[src/rtl/sad_min_tree.sv]
// sad_min_tree: registered binary min tree over LANES SAD/index pairs per beat, plus a
// running block minimum with a valid/ready result. Macro SAD_TIE_LOW_LANE_EN: in-tree ties keep the lower lane.

module sad_min_node #(
    parameter int SAD_W = 32,
    parameter int IDX_W = 32
) (
    input  logic                   clk,
    input  logic                   rst_n,
    input  logic [SAD_W+IDX_W-1:0] a,
    input  logic [SAD_W+IDX_W-1:0] b,
    output logic [SAD_W+IDX_W-1:0] q
);
    typedef struct packed {
        logic [SAD_W-1:0] sad;
        logic [IDX_W-1:0] idx;
    } cand_t;

    cand_t ca, cb;
    logic  pick_a;

    assign ca = a;
    assign cb = b;
`ifdef SAD_TIE_LOW_LANE_EN
    assign pick_a = (ca.sad <= cb.sad);
`else
    assign pick_a = (ca.sad < cb.sad);
`endif

    always_ff @(posedge clk or negedge rst_n) begin
        if (!rst_n) q <= '0;
        else        q <= pick_a ? a : b;
    end
endmodule

module sad_min_tree #(
    parameter int LANES = 16,
    parameter int SAD_W = 32,
    parameter int IDX_W = 32
) (
    input  logic                   clk,
    input  logic                   rst_n,
    input  logic                   in_valid,
    output logic                   in_ready,
    input  logic                   in_last,
    input  logic [LANES*SAD_W-1:0] sad_in,
    input  logic [LANES*IDX_W-1:0] idx_in,
    output logic                   out_valid,
    input  logic                   out_ready,
    output logic [SAD_W-1:0]       sad_out,
    output logic [IDX_W-1:0]       idx_out,
    output logic [15:0]            beat_cnt
);
    localparam int STAGES = $clog2(LANES);

    typedef struct packed {
        logic [SAD_W-1:0] sad;
        logic [IDX_W-1:0] idx;
    } cand_t;

    typedef enum logic [1:0] {ACCUM, DRAIN, HOLD} state_t;

    state_t            state, state_nxt;
    logic              started, accept;
    logic [STAGES:0]   vld_pipe, last_pipe;
    logic [STAGES-1:0] vld_q, last_q;
    cand_t             node [1:2*LANES-1];
    cand_t             acc, acc_nxt;
    logic              acc_full, tree_win, tree_vld, tree_last;
    logic [15:0]       acc_cnt, cnt_nxt;

    // Heap-ordered tree: leaves at LANES+k, node i = min(2i, 2i+1), root at 1.
    // The even child always carries the lower lanes.
    for (genvar k = 0; k < LANES; k++) begin : g_leaf
        assign node[LANES+k] = {sad_in[k*SAD_W +: SAD_W], idx_in[k*IDX_W +: IDX_W]};
    end

    for (genvar i = 1; i < LANES; i++) begin : g_node
        sad_min_node #(.SAD_W(SAD_W), .IDX_W(IDX_W)) u_node (
            .clk   (clk),
            .rst_n (rst_n),
            .a     (node[2*i]),
            .b     (node[2*i+1]),
            .q     (node[i])
        );
    end

    assign accept    = in_valid && in_ready;
    assign vld_pipe  = {vld_q, accept};
    assign last_pipe = {last_q, accept && in_last};
    assign tree_vld  = vld_pipe[STAGES];
    assign tree_last = last_pipe[STAGES];

    always_ff @(posedge clk or negedge rst_n) begin
        if (!rst_n) begin
            vld_q  <= '0;
            last_q <= '0;
        end else begin
            vld_q  <= vld_pipe[STAGES-1:0];
            last_q <= last_pipe[STAGES-1:0];
        end
    end

    // Strict compare across beats so the earliest beat keeps a tie.
    assign tree_win = !acc_full || (node[1].sad < acc.sad);
    assign acc_nxt  = tree_win ? node[1] : acc;
    assign cnt_nxt  = !acc_full ? 16'd1 : ((&acc_cnt) ? acc_cnt : acc_cnt + 16'd1);

    always_ff @(posedge clk or negedge rst_n) begin
        if (!rst_n) begin
            acc_full <= 1'b0;
            acc      <= '0;
            acc_cnt  <= '0;
        end else if (tree_vld) begin
            acc_full <= 1'b1;
            acc      <= acc_nxt;
            acc_cnt  <= cnt_nxt;
        end else if (out_valid && out_ready) begin
            acc_full <= 1'b0;
            acc_cnt  <= '0;
        end
    end

    always_ff @(posedge clk or negedge rst_n) begin
        if (!rst_n) begin
            sad_out  <= '0;
            idx_out  <= '0;
            beat_cnt <= '0;
        end else if (tree_vld && tree_last) begin
            sad_out  <= acc_nxt.sad;
            idx_out  <= acc_nxt.idx;
            beat_cnt <= cnt_nxt;
        end
    end

    // started keeps in_ready low until the first clock after reset release.
    always_ff @(posedge clk or negedge rst_n) begin
        if (!rst_n) begin
            state   <= ACCUM;
            started <= 1'b0;
        end else begin
            state   <= state_nxt;
            started <= 1'b1;
        end
    end

    always_comb begin
        state_nxt = state;
        case (state)
            ACCUM:   if (accept && in_last)      state_nxt = DRAIN;
            DRAIN:   if (tree_vld && tree_last)  state_nxt = HOLD;
            HOLD:    if (out_ready)              state_nxt = ACCUM;
            default:                             state_nxt = ACCUM;
        endcase
    end

    always_comb begin
        in_ready  = (state == ACCUM) && started;
        out_valid = (state == HOLD);
    end
endmodule
[config.mk]
export PLATFORM = sky130hd
export DESIGN_NAME = sad_min_tree
export DESIGN_NICKNAME = d
export VERILOG_FILES = /design/src/rtl/sad_min_tree.sv
export SDC_FILE = /design/constraint.sdc
export NUM_CORES = 2
export LEC_CHECK = 0
export CORE_AREA = 2 2 438 440
export CTS_CLUSTER_SIZE = 30
export DETAILED_ROUTE_END_ITERATION = 12
export DIE_AREA = 0 0 440 442
export GPL_TIMING_DRIVEN = 0
export PLACE_DENSITY = 0.48
export SYNTH_ARGS = -nofsm -noshare
export SYNTH_HDL_FRONTEND = slang
export SYNTH_SLANG_ARGS = --single-unit
[constraint.sdc]
create_clock -name clk -period 6.6 [get_ports clk]
set_clock_uncertainty 0.15 [all_clocks]
set_input_delay 1.32 -clock clk [delete_from_list [all_inputs] [get_ports clk]]
set_output_delay 1.32 -clock clk [all_outputs]
set_load 0.02 [all_outputs]
; Word-level counts from Yosys, hierarchy flattened
; Cells that the tools add are included.
[op_classes]
order_cmp = 16
eq_ne = 5
n_addsub = 1
n_reduce_logical = 11
mux = 26
[ops]
columns = cell, count
row1 = two-way mux 64 bit, 16
row2 = < comparator 32 bit, 16
row3 = two-way mux 16 bit, 4
row4 = "adder 16 x 1 -> 16 bit, second input constant", 1
row5 = AND reduction 16 bit, 1
row6 = two-way mux 2 bit, 3
row7 = one-hot mux 2 bit (3 select lines), 1
row8 = logical AND 1 bit, 5
row9 = "inequality test 2 bit, second input constant", 2
row10 = AND reduction 3 bit, 1
row11 = "== test 2 x 1 -> 1 bit, second input constant", 1
row12 = "== test 2 bit, second input constant", 1
row13 = zero test 2 bit, 1
row14 = two-way mux 1 bit, 2
row15 = "inequality test 2 x 1 -> 1 bit, second input constant", 1
row16 = nonzero test 2 bit, 1
row17 = zero test 1 bit, 1
row18 = logical OR 1 bit, 1
[word_totals]
reg_bits = 1132
out_inout_bits = 82

; Longest topological paths before layout
[depth]
depth_word = 6
depth_mapped = 11
depth_no_buf = 9

; Cells and area by module
; A second synthesis with hierarchy kept.
[hier_totals]
cells_unflattened = 4531
hier_area_um2 = 56907.1
[by_module_without_submodules]
columns = module, seq_area_each_um2, area_each_um2, n_inst, cells_per_inst
row1 = sad_min_node, 1601.5, 3169.3, 15, 242
row2 = sad_min_tree, 4304.1, 9367.7, 1, 901

; Least setup slack after synthesis
; Ideal clock, no wire load.
[synth_timing]
path_kind = input -> register
start = input port sad_in[315]
end = register g_node[12].u_node.q[16]
setup_slack_ps = 2915
n_path_buf = 1
setup_ps = 125
cell_stages = 9
arrival_time_ps = 3410
path_cell_list = inv_1 > ha_1 > and3_1 > a221o_1 > a221oi_1 > o211ai_1 > a31oi_4 > buf_2 > mux2_2
[synth_between]
elab_chain_cells = 2
[synth_lines]
columns = element, line
row1 = start: declaration, 46  ; input logic [LANES*SAD_W-1:0] sad_in,
row2 = < comparator 32 bit, 27  ; assign pick_a = (ca.sad < cb.sad);
row3 = two-way mux 64 bit, 32  ; else q <= pick_a ? a : b;
row4 = end signal: assignment, 32
row5 = end: declaration, 12  ; output logic [SAD_W+IDX_W-1:0] q
; No other way between the ends.
; A chain may end at the register's enable or synchronous reset.

; Worst setup path after layout
[layout_timing]
start = input port sad_in[384]
end = register g_node[14].u_node.q[28]
[layout_between]
elab_chain_cells = 2
[layout_lines]
columns = element, line
row1 = < comparator 32 bit, 27
row2 = two-way mux 64 bit, 32
row3 = end signal: assignment, 32
row4 = end: declaration, 12
; No other way between the ends.

==> reports/metrics.cfg <==
[pwr]
irDropWorstVdd_uv = 292
p_leak_uw = 0.0338
powerDensity_nw_per_um2 = 359
power_uw = 26900

[routing]
met1_length_um = 91000
routed_wl_um = 203000
maxUsedRoutingLayer = met5
wl_met3_um = 9660
dr.pass1.iters = 5
ant_nets = 0
post-route-drc-count = 0
vias = 37600
met2_length_um = 98100
wire_per_inst_um = 24.4
drt_iter0_drc = 1779
routed_via_density = 4.53

[yosys]
seq_area_frac_synth_pct = 51.3
synth_area_per_cell_um2 = 12.6
synthFlopType = dfrtp_1
synthCells = 4397
syn-num-nets = 5923
async_flop_share_pct = 100
synth-edff-count = 0
syn_area_um2 = 55200
ys_types = 64
ys_seq_elements = 1132
yosysWarnings = 0

[min_path]
hold_path_class = flop to flop
min-delay-start = vld_q[0]$_DFF_PN0_

[global_route]
grt_overflow_total = 0
grt_usage_pct = 20.5
grt_start_max_net_pins = 179
antenna_found_initial = 49
grt_pass1_vias = 39900
grt_pass1_wl_um = 284000

[timing]
rsz0062_at_grt = false
relSlewSlack_pct = 8.70
fmax_mhz = 204
min_period_ps = 4910
hold_ws_ps = 194
final_max_slew_viol_count = 0
finalSetupViolations = 0
setup_tns_ps = 0
hold_viol_final = 0
worstMarginPinSlew_ps = 1360
finalWorstSetupSlack_ps = 1690
fin_crit_sh_pct = 74.4

[clocking]
clkSinkCount = 1132
cts_setup_buffers = 0
cts_buffers = 136
cts_tree = yes
cts_root_buf = clkbuf_16
clk_pin_slew_ps = 60
cts_buffer_depth = 3
post_cts_resized = 0
htreeDepth = 4
clk_latency_ps = 760
postCtsHoldBufs = 0

[layout]
multi_input_area_um2 = 24400
mostFrequentLayoutCell = dfrtp_1
drive_above_1_share_pct = 23.3
area_delta_synth_final_pct = 35.3
final_cell_mix = dfrtp_1 (1132), clkdlybuf4s50_1 (1109), mux2_2 (935)
regArea_um2 = 28300
nFillCells = 18200
final_cell_count_no_fill = 8300
nets = 7186

[worst_setup_path]
crit_path_cell_trace = clkdlybuf4s50_1, nand2b_1, a2111oi_0, nor3_1, o31ai_1, a31oi_1, nor2_2, buf_2, mux2_2
cp-end-kind = flop
crit_path_max_fanout = 10
slowest_delay_ps = 870
slowest_stage = nor2_2
crit_start = sad_in[384]
path_class = primary input to flop
required_ps = 7080
reg2reg_from = g_node[12].u_node.q[34]$_DFF_PN0_
arrival_ps = 5390
startpoint_type = primary input

[outcome]
status = finished, final reports clean

[flow_run]
drv_cap = 0

[placed_design]
dp.cells = 8033
pre_cts_ws_ps = 797
dpl.hpwl_um = 166000
gp_congestion = 0.900
numPortBuffers = 1110

[floorplan]
start_util_pct = 29.1
die_w_um = 440
rows = 160
core_um2 = 190000
dieArea_um2 = 194000
io_pins = 1111
die_h_um = 442

[synth_stat cells (6+ instances only)]
cell / number / share of area (%)
mux2_2: 935 / 19
mux2_1: 29 / 0.59
o221ai_1: 6 / 0.095
buf_4: 6 / 0.082
nand4_1: 60 / 0.68
ha_1: 497 / 11
nor3_1: 33 / 0.30
nor4_1: 14 / 0.16
o31ai_1: 6 / 0.082
a211o_1: 10 / 0.16
nand2_1: 184 / 1.3
buf_2: 85 / 0.77
dfrtp_1: 1132 / 51
a31oi_1: 15 / 0.17
a21o_1: 38 / 0.52
o21a_1: 16 / 0.22
and2_1: 7 / 0.079
nor2b_1: 10 / 0.11
and4_1: 11 / 0.17
nand2b_1: 12 / 0.14
inv_1: 507 / 3.4
o21ai_0: 191 / 1.7
a211oi_1: 37 / 0.50
nor2_1: 97 / 0.66
a21oi_1: 153 / 1.4
and3_1: 15 / 0.17
a2111oi_0: 8 / 0.13
mux2_4: 60 / 1.6
clkbuf_1: 32 / 0.22
o211ai_1: 18 / 0.24
nand3_1: 40 / 0.36
buf_6: 6 / 0.12
mux2i_1: 65 / 1.2
[flip-flops by register name, indices dropped and copies added, names as in the netlist, 2 cells and up]
register and cells:
idx_out 32, acc_cnt 16, g_node.u_node.q 960, sad_out 32, acc 64, vld_q 4, state 2, beat_cnt 16
last_q 4
[final cells by class]
type,instances,share of cell area [%]
timing repair buffer,1125,15.4
antenna,19,0.0636
tap,2511,4.21
sequential,1132,37.9
clock buffer,198,5.34
clock inverter,50,1.07
inverter,507,2.55
buffer,129,0.881
multi-input combinational,2629,32.6
[per-layer routing]
metal  vias to the layer above  track usage (%)
met4                         6             5.16
met3                       206             3.97
li1                      18000                -
met1                     18600             27.0
met5                         -                0
met2                       888             34.5
[report_power, final]
part	internal, uW	switching, uW	leakage (uW)	total [uW]
Combinational	4400	4770	0.0181	9170
Sequential	8760	1070	0.0134	9820
Clock	4730	3130	0.00233	7860
[stage by stage]
stage	area, um^2	util, %
after floorplan	55200	-
after global placement	69500	36.6
after detailed placement	69900	36.9
after CTS	74700	39.4
after global routing	74700	39.4
final	74700	39.4
[critical path: cells and delay by family]
kind,cells,cell delay (ps)
simple gates,3,1340
buf+inv,2,1200
compound gates,3,1020
mux,1,450
[final timing paths]
kind | to | slack, ps | depth (start not counted)
worst min-delay path | vld_q[1]$_DFF_PN0_ | 190 | 0
worst min register to register | vld_q[1]$_DFF_PN0_ | 190 | 0
min in group asynchronous | g_node[9].u_node.q[29]$_DFF_PN0_ | 320 | 1
worst max register to register | g_node[6].u_node.q[23]$_DFF_PN0_ | 2490 | 9
worst max-delay path | g_node[14].u_node.q[28]$_DFF_PN0_ | 1690 | 9
max in group asynchronous | g_node[12].u_node.q[54]$_DFF_PN0_ | 3920 | 3
[logic make-up (layout without fill, tap and decap cells)]
kind of cell,after synthesis,in the layout,synth area share [%]
multiplexers,1089,1089,22.5
AO/OA/AOI/OAI,541,541,6.01
other,1,20,0.00679
AND/OR/NAND/NOR,494,494,4.22
adder cells (fa/ha/maj),497,497,11.3
XOR/XNOR,7,7,0.111
buffers and inverters,636,2009,4.64
flip-flops,1132,1132,51.3
Note: power is estimated with default switching activity, not from simulation.
